`src/rtl/alu_pkg.sv`:
```
// Shared opcode and controller state encodings for the accumulator ALU,
// plus a reference ALU function used by the parent and by simulation.
package alu_pkg;

    typedef enum logic [2:0] {
        OP_ADD     = 3'b000,
        OP_SHL     = 3'b001,
        OP_XNOR    = 3'b010,
        OP_SHR     = 3'b011,
        OP_LOAD    = 3'b100,
        OP_STORE   = 3'b101,
        OP_NEGATE  = 3'b110,
        OP_ILLEGAL = 3'b111
    } op_e;

    typedef enum logic [2:0] {
        S_IDLE    = 3'd0,
        S_SETUP   = 3'd1,
        S_FIRE    = 3'd2,
        S_CAPTURE = 3'd3,
        S_STORE   = 3'd4
    } state_e;

    localparam int DATA_W = 8;

    // Returns {e, result}. Shifts, load and negate act on DR; add and xnor combine AC with DR.
    function automatic logic [DATA_W:0] alu_compute(
        input logic [2:0]        op,
        input logic [DATA_W-1:0] dr,
        input logic [DATA_W-1:0] ac
    );
        logic [DATA_W:0] r;
        case (op)
            OP_ADD:    r = {1'b0, ac} + {1'b0, dr};
            OP_SHL:    r = {dr[DATA_W-1], dr[DATA_W-2:0], 1'b0};
            OP_XNOR:   r = {1'b0, ~(ac ^ dr)};
            OP_SHR:    r = {dr[0], 1'b0, dr[DATA_W-1:1]};
            OP_LOAD:   r = {1'b0, dr};
            OP_NEGATE: r = {1'b0, (~dr) + 8'd1};
            default:   r = {1'b0, ac};
        endcase
        return r;
    endfunction

endpackage

```
`src/rtl/alu_ctrl.sv`:
```
// Sequencing controller for an external accumulator ALU: accepts one
// instruction at a time, fires the ALU, captures AC/E, and handles stores.
module alu_ctrl
    import alu_pkg::*;
(
    input  logic       clk,
    input  logic       rst_n,
    input  logic       instr_valid,
    output logic       instr_ready,
    input  logic [2:0] instr_op,
    input  logic [7:0] instr_operand,
    output logic [2:0] mode,
    output logic       activate,
    output logic [7:0] dr_out,
    output logic [7:0] ac_out,
    input  logic [7:0] alu_result,
    input  logic       alu_e,
    output logic       e_flag,
    output logic       mem_we,
    output logic [7:0] mem_wdata,
    output logic       done,
    output logic       err
);

    state_e     state_q, state_d;
    logic [2:0] mode_q, mode_d;
    logic [7:0] dr_q, dr_d;
    logic [7:0] ac_q, ac_d;
    logic       e_q, e_d;
    logic       activate_q, activate_d;
    logic       mem_we_q, mem_we_d;
    logic       done_q, done_d;
    logic       err_q, err_d;

    always_comb begin
        state_d    = state_q;
        mode_d     = mode_q;
        dr_d       = dr_q;
        ac_d       = ac_q;
        e_d        = e_q;
        activate_d = 1'b0;
        mem_we_d   = 1'b0;
        done_d     = 1'b0;
        err_d      = 1'b0;

        case (state_q)
            S_IDLE: begin
                if (instr_valid) begin
                    mode_d = instr_op;
                    dr_d   = instr_operand;
                    if (instr_op == OP_STORE) begin
                        state_d  = S_STORE;
                        mem_we_d = 1'b1;
                    end else if (instr_op == OP_ILLEGAL) begin
                        err_d = 1'b1;
                    end else begin
                        state_d = S_SETUP;
                    end
                end
            end
            // SETUP gives mode/dr_out a full stable cycle before activate rises.
            S_SETUP: begin
                state_d    = S_FIRE;
                activate_d = 1'b1;
            end
            S_FIRE: begin
                state_d = S_CAPTURE;
            end
            S_CAPTURE: begin
                state_d = S_IDLE;
                ac_d    = alu_result;
                e_d     = alu_e;
                done_d  = 1'b1;
            end
            S_STORE: begin
                state_d = S_IDLE;
                done_d  = 1'b1;
            end
            default: begin
                state_d = S_IDLE;
            end
        endcase
    end

    always_ff @(posedge clk or negedge rst_n) begin
        if (!rst_n) begin
            state_q    <= S_IDLE;
            mode_q     <= 3'b000;
            dr_q       <= 8'h00;
            ac_q       <= 8'h00;
            e_q        <= 1'b0;
            activate_q <= 1'b0;
            mem_we_q   <= 1'b0;
            done_q     <= 1'b0;
            err_q      <= 1'b0;
        end else begin
            state_q    <= state_d;
            mode_q     <= mode_d;
            dr_q       <= dr_d;
            ac_q       <= ac_d;
            e_q        <= e_d;
            activate_q <= activate_d;
            mem_we_q   <= mem_we_d;
            done_q     <= done_d;
            err_q      <= err_d;
        end
    end

    assign instr_ready = (state_q == S_IDLE);
    assign mode        = mode_q;
    assign activate    = activate_q;
    assign dr_out      = dr_q;
    assign ac_out      = ac_q;
    assign e_flag      = e_q;
    assign mem_we      = mem_we_q;
    assign mem_wdata   = ac_q;
    assign done        = done_q;
    assign err         = err_q;

endmodule

```
`config.mk`:
```
export PLATFORM = sky130hd
export DESIGN_NAME = alu_ctrl
export DESIGN_NICKNAME = d
export VERILOG_FILES = /design/src/rtl/alu_pkg.sv /design/src/rtl/alu_ctrl.sv
export SDC_FILE = /design/constraint.sdc
export NUM_CORES = 1
export LEC_CHECK = 0
export ABC_AREA = 0
export BUFFER_PORTS_ARGS = -buffer_cell sky130_fd_sc_hd__buf_2
export CAP_MARGIN = 10
export CORE_MARGIN = 2
export CORE_UTILIZATION = 30
export DETAILED_ROUTE_END_ITERATION = 12
export GPL_ROUTABILITY_DRIVEN = 0
export PLACE_DENSITY_LB_ADDON = 0.3
export REMOVE_ABC_BUFFERS = 1
export SYNTH_ARGS = -nofsm -noshare
export SYNTH_HDL_FRONTEND = slang
export SYNTH_SLANG_ARGS = --single-unit
```
`constraint.sdc`:
```
create_clock -name clk -period 3 [get_ports clk]
set_clock_uncertainty 0.1 [all_clocks]
set_input_delay 0.6 -clock clk [delete_from_list [all_inputs] [get_ports clk]]
set_output_delay 0.6 -clock clk [all_outputs]
set_load 0.005 [all_outputs]
```
==> flow_metrics.env, run 1 <==
export IMPL_die_h_um=64.6
export IMPL_ioPinCount=56
export IMPL_layout_area_seq_um2=676
export IMPL_core_um2=3610
export IMPL_ys_types=18
export IMPL_setup_tns_ns=0
export IMPL_port_buffers=55
export IMPL_num_rows=22
export IMPL_timing_worst_setup_path_type="reg -> reg"
export IMPL_crit_chain="nor4b_4, mux2_2"
export IMPL_worst_pin_slew_ns=0.785
export IMPL_wl_per_cell_um=11.0
export IMPL_synth_seq_area_share_pct=61.3
export IMPL_status="completed"
export IMPL_ir_worst_vdd_mv=0.299
export IMPL_synth_avg_cell_area_um2=15.3
export IMPL_grt_pass1_vias=716
export IMPL_min_path_type="in -> async"
export IMPL_n_fill_cell=354
export IMPL_die_width_um=64.6
export IMPL_critPathLaunchType="flop"
export IMPL_cts_root_buf="clkbuf_8"
export IMPL_netlist_area_um2=1100
export IMPL_cp_data_required_time_ns=3.05
export IMPL_slew_viol_final=0
export IMPL_totalWireLength_um=1850
export IMPL_numCtsBuffers=3
export IMPL_crit_buf_inv=0
export IMPL_cts_resized=0
export IMPL_synth_area_leaders="dfrtp_1 61%, mux2_2 20%, buf_4 5.4%, nor4b_4 2.2%, and4b_2 2.0%"
export IMPL_cts_tree="done"
export IMPL_yosysTopAreaCell="dfrtp_1"
export IMPL_dieArea_um2=4180
export IMPL_crit_fanout=14
export IMPL_track_usage_pct=9.94
export IMPL_synth_warnings=0
export IMPL_ant_nets=0
export IMPL_setup_violations=0
export IMPL_start_util_pct=30.6
export IMPL_grt_overflow_total=0
export IMPL_drive_gt1_share_pct=68.3
export IMPL_layout_nets=144
export IMPL_insertedDiodeCount=0
export IMPL_finalNonFillerCells=168
export IMPL_multiInputGateArea_um2=345
export IMPL_end_kind="flop"
export IMPL_num_vias=720
export IMPL_ys_ff_latch=27
export IMPL_rsz0062_at_grt="no"
export IMPL_cts_max_level=1
export IMPL_grt_max_degree=28
export IMPL_cts_hold_buf=0
export IMPL_layout_commonest_cell="buf_2"
export IMPL_clk_pin_slew_ns=0.09
export IMPL_critical_path_top_delay_family="simple AND/OR/NAND/NOR gates"
export IMPL_final_hold_violation_count=0
export IMPL_max_stage_delay_ns=0.76
export IMPL_dp_hpwl_um=1430
export IMPL_layout_min_cycle_time_ns=1.85
export IMPL_vias_per_cell=4.29
export IMPL_mostFrequentLayoutCells="55 x buf_2, 27 x dfrtp_1, 20 x mux2_2, 3 x clkbuf_8"
export IMPL_slew_headroom_pct=47.5
export IMPL_drc=0
export IMPL_hold_slack_ns=0.222
export IMPL_cts_sinks=27
export IMPL_synth_top_area_share_pct=61.3
export IMPL_fmax_mhz=540
export IMPL_maxCapViolations=0
export IMPL_area_delta_synth_final_pct=27.1
export IMPL_clk_latency_ns=0.26
export IMPL_cts_path_max_buffers=2
export IMPL_antenna_found_initial=0
export IMPL_netlist_instances=72
export IMPL_post_place_cells=164
export IMPL_cellLeakagePower_uw=0.000691
export IMPL_worstPathArrival_ns=1.90
export IMPL_period_share_pct=61.8
export IMPL_powerDensity_nw_per_um2=970
export IMPL_grt_first_pass_wirelength_um=3190
export IMPL_slowest_stage="nor4b_4"
export IMPL_drt_iter0_drc=18
export IMPL_finalPower_uw=1360
export IMPL_cts_setup_buffers=0
export IMPL_firstDrtPassIters=2
## per-stage QoR
stage | instance area, um^2 | util, % | setup slack [ns]
6_report | 1400 | 38.9 | 1.15
5_1_grt | 1400 | 38.9 | 1.01
4_1_cts | 1400 | 38.9 | 1.12
3_5_place_dp | 1360 | 37.6 | 0.983
3_3_place_gp | 1360 | 37.6 | 1.04
2_1_floorplan | 1020 | - | 1.28
## cells by family (layout without fill, tap and decap cells)
group	count (synthesis)	count (layout)	synth area share, %
DFF	27	27	61.3
muxes	20	20	20.4
buffers and inverters	11	59	7.38
and+or+nand+nor	10	10	8.29
AOI/OAI and AO/OA	3	3	1.82
xor gates and xnor gates	1	1	0.795
## Yosys cell counts
library cell	count
nor3b_1	1
nor3_1	1
nor2_1	2
or2b_1	1
and4b_2	2
o21a_1	1
mux2_2	20
a21boi_0	1
buf_2	1
buf_6	1
xnor2_1	1
clkbuf_2	1
nor4b_4	1
and4_2	1
nand3b_1	1
buf_4	8
o21ai_0	1
dfrtp_1	27
## worst register-to-register path: stages, from the launching register on
cell     delay [ns]
dfrtp_1        0.47
nor4b_4        0.76
mux2_2         0.41
## worst paths after layout
check	from	to	slack, ns	cells after the start
worst min-delay path	rst_n	mode[2]$_DFFE_PN0P_	0.22	1
worst max register to register	state_q[2]$_DFFE_PN0P_	dr_out[1]$_DFFE_PN0P_	1.15	2
worst max-delay path	state_q[2]$_DFFE_PN0P_	dr_out[1]$_DFFE_PN0P_	1.15	2
max in group asynchronous	rst_n	ac_out[0]$_DFFE_PN0N_	2.20	1
min in group clk	dr_out[3]$_DFFE_PN0P_	dr_out[3]$_DFFE_PN0P_	0.41	1
worst min register to register	dr_out[3]$_DFFE_PN0P_	dr_out[3]$_DFFE_PN0P_	0.41	1
## sequential cells by signal, summed over array words and instances, names as in the netlist
register and count:
state_q 3, dr_out 8, done 1, ac_out 8
err 1, mode 3, activate 1, mem_we 1
e_flag 1
## power breakdown
part | internal (uW) | switching (uW) | total, uW | leakage, uW
logic | 326 | 196 | 522 | 0.000342
clock network | 94.8 | 102 | 197 | 0.0000228
registers | 532 | 108 | 640 | 0.000326
## routing by layer
metal	up-vias	global-route usage (%)	wire length, um
met4	0	5.59	27
li1	336	-	-
met1	351	10.8	736
met3	2	1.56	121
met5	-	0	0
met2	31	18.2	969
## final cells by class
type / count / share of cell area [%]
Clock buffer: 4 / 3.21
Timing Repair Buffer: 55 / 19.6
Tap cell: 48 / 4.29
Multi-Input combinational cell: 34 / 24.6
Sequential cell: 27 / 48.2
Note: power is estimated with default switching activity, not from simulation.
==> run 2: changes to the inputs <==
==> constraint.sdc (replaced) <==
create_clock -name clk -period 1.6 [get_ports clk]
set_clock_uncertainty 0.1 [all_clocks]
set_input_delay 0.32 -clock clk [delete_from_list [all_inputs] [get_ports clk]]
set_output_delay 0.32 -clock clk [all_outputs]
set_load 0.005 [all_outputs]
==> run 2 against run 1 <==
  * Combinational power is 120% higher
  * Design area is 5.7% higher
  * Cell count is 4.2% higher
  * Sequential share of layout area is 2.6 points lower
  * Setup slack worse by 1.1 ns
  * Critical path type unchanged
  * Highest routed layer unchanged
  * Total power is 96% higher
  * Non-clock buffer count is 7 higher
==> flow_metrics.env, run 2 (same netlist as run 1, synthesis figures left out) <==
export IMPL_drive_gt1_share_pct=70.9
export IMPL_cp_data_required_time_ns=1.65
export IMPL_intPower_uw=1870
export IMPL_worst_pin_slew_ns=0.580
export IMPL_fmax_mhz=638
export IMPL_seq_power_share_pct=43.6
export IMPL_cts_tree="done"
export IMPL_layout_area_seq_um2=676
export IMPL_layout_min_cycle_time_ns=1.57
export IMPL_vias_per_cell=4.30
export IMPL_mostFrequentLayoutCells="55 x buf_2, 27 x dfrtp_1, 20 x mux2_2, 4 x buf_4, 3 x clkbuf_8"
export IMPL_firstDrtPassIters=2
export IMPL_dieArea_um2=4180
export IMPL_slew_viol_final=0
export IMPL_power_frac_comb_pct=42.5
export IMPL_postLayoutCellArea_um2=1480
export IMPL_ioPinCount=56
export IMPL_insertedDiodeCount=0
export IMPL_cts_max_level=1
export IMPL_met3_usage_pct=1.56
export IMPL_place_area_um2=1410
export IMPL_wl_per_cell_um=10.7
export IMPL_net_switching_power_uw=789
export IMPL_port_buffers=55
export IMPL_num_rows=22
export IMPL_area_delta_synth_final_pct=34.4
export IMPL_layout_commonest_cell="buf_2"
export IMPL_end_kind="flop"
export IMPL_critPathLaunchType="flop"
export IMPL_grtUsageMet1_pct=10.4
export IMPL_die_h_um=64.6
export IMPL_timing_worst_setup_path_type="reg -> reg"
export IMPL_crit_fanout=14
export IMPL_layout_nets=151
export IMPL_clk_pin_slew_ns=0.09
export IMPL_track_usage_pct=9.97
export IMPL_cellLeakagePower_uw=0.000731
export IMPL_final_hold_violation_count=0
export IMPL_antenna_found_initial=0
export IMPL_grt_first_pass_wirelength_um=3130
export IMPL_power_share_clock_pct=13.9
export IMPL_dp_hpwl_um=1440
export IMPL_clk_latency_ns=0.26
export IMPL_grt_pass1_vias=714
export IMPL_numCtsBuffers=3
export IMPL_n_fill_cell=339
export IMPL_drt_iter0_drc=8
export IMPL_post_place_cells=169
export IMPL_finalNonFillerCells=175
export IMPL_setup_violations=0
export IMPL_totalWireLength_um=1870
export IMPL_status="completed"
export IMPL_use_met2_pct=18.1
export IMPL_period_share_pct=97.9
export IMPL_min_path_type="in -> reg"
export IMPL_drc=0
export IMPL_switching_share_pct=29.6
export IMPL_num_vias=753
export IMPL_powerDensity_nw_per_um2=1800
export IMPL_r2r_slack_ns=0.03
export IMPL_ant_nets=0
export IMPL_worstPathArrival_ns=1.62
export IMPL_cts_path_max_buffers=2
export IMPL_start_util_pct=30.6
export IMPL_cts_root_buf="clkbuf_8"
export IMPL_top_usage_layer="met2"
export IMPL_slew_headroom_pct=61.3
export IMPL_grt_overflow_total=0
export IMPL_core_um2=3610
export IMPL_maxCapViolations=0
export IMPL_die_width_um=64.6
export IMPL_cts_sinks=27
export IMPL_final_util_pct=41.1
export IMPL_grt_max_degree=28
export IMPL_rsz0062_at_grt="yes"
export IMPL_ir_worst_vdd_mv=0.683
export IMPL_multiInputGateArea_um2=350
[run 2: path summary, 6_finish.rpt]
path	from	to	cells past startpoint
worst max-delay path	state_q[2]$_DFFE_PN0P_	dr_out[7]$_DFFE_PN0P_	4
worst min-delay path	instr_operand[3]	dr_out[3]$_DFFE_PN0P_	2
worst max register to register	state_q[2]$_DFFE_PN0P_	dr_out[7]$_DFFE_PN0P_	4
worst min register to register	dr_out[1]$_DFFE_PN0P_	dr_out[1]$_DFFE_PN0P_	1
max in group asynchronous	rst_n	e_flag$_DFFE_PN0N_	2
min in group asynchronous	rst_n	mode[2]$_DFFE_PN0P_	2
[run 2: cell type report]
cell class | count | area share (%)
clock inverters | 1 | 0.507
well taps | 48 | 4.05
repair buffers | 62 | 23.4
clock buffers | 3 | 2.79
multi-input cells | 34 | 23.6
flip-flops and latches | 27 | 45.6
[run 2: power groups by stage]
stage	Clock [uW]	Combinational, uW	Sequential, uW
final	371	1130	1160
after global routing	428	1250	1210
after CTS	399	1150	1170
after detailed placement	0	1140	1180
after global placement	0	1110	1160
after floorplan	0	459	1260
[run 2: worst max-delay path: stages (launching register included)]
cell,delay [ns]
dfrtp_1,0.39
buf_4,0.14
nor4b_4,0.31
buf_12,0.18
mux2_2,0.33
[run 2: repair_timing]
action,4_1_cts,5_1_grt
buffers inserted,1,0
gates resized for setup,1,1
pin swaps,0,0
hold buffers,1,0
endpoints found under the hold margin,27,0
endpoints found under the setup margin,1,6
[run 2: through the flow]
step	setup TNS [ns]	total power, uW	setup WS, ns	hold WS, ns
floorplan	-0.653	1720	-0.0593	-0.0756
global placement	0	2280	0.163	0.246
detailed placement	0	2320	0.133	0.262
CTS	0	2720	0.00498	0.167
global route	-0.0495	2890	-0.0127	0.168
finish	0	2660	0.0329	0.176
[run 2: routing by layer]
| layer | vias up | part of all wire [%] |
|---|---|---|
| met2 | 31 | 55 |
| li1 | 359 | - |
| met3 | 2 | 6.4 |
| met5 | - | 0 |
| met4 | 0 | 1.8 |
| met1 | 361 | 37 |
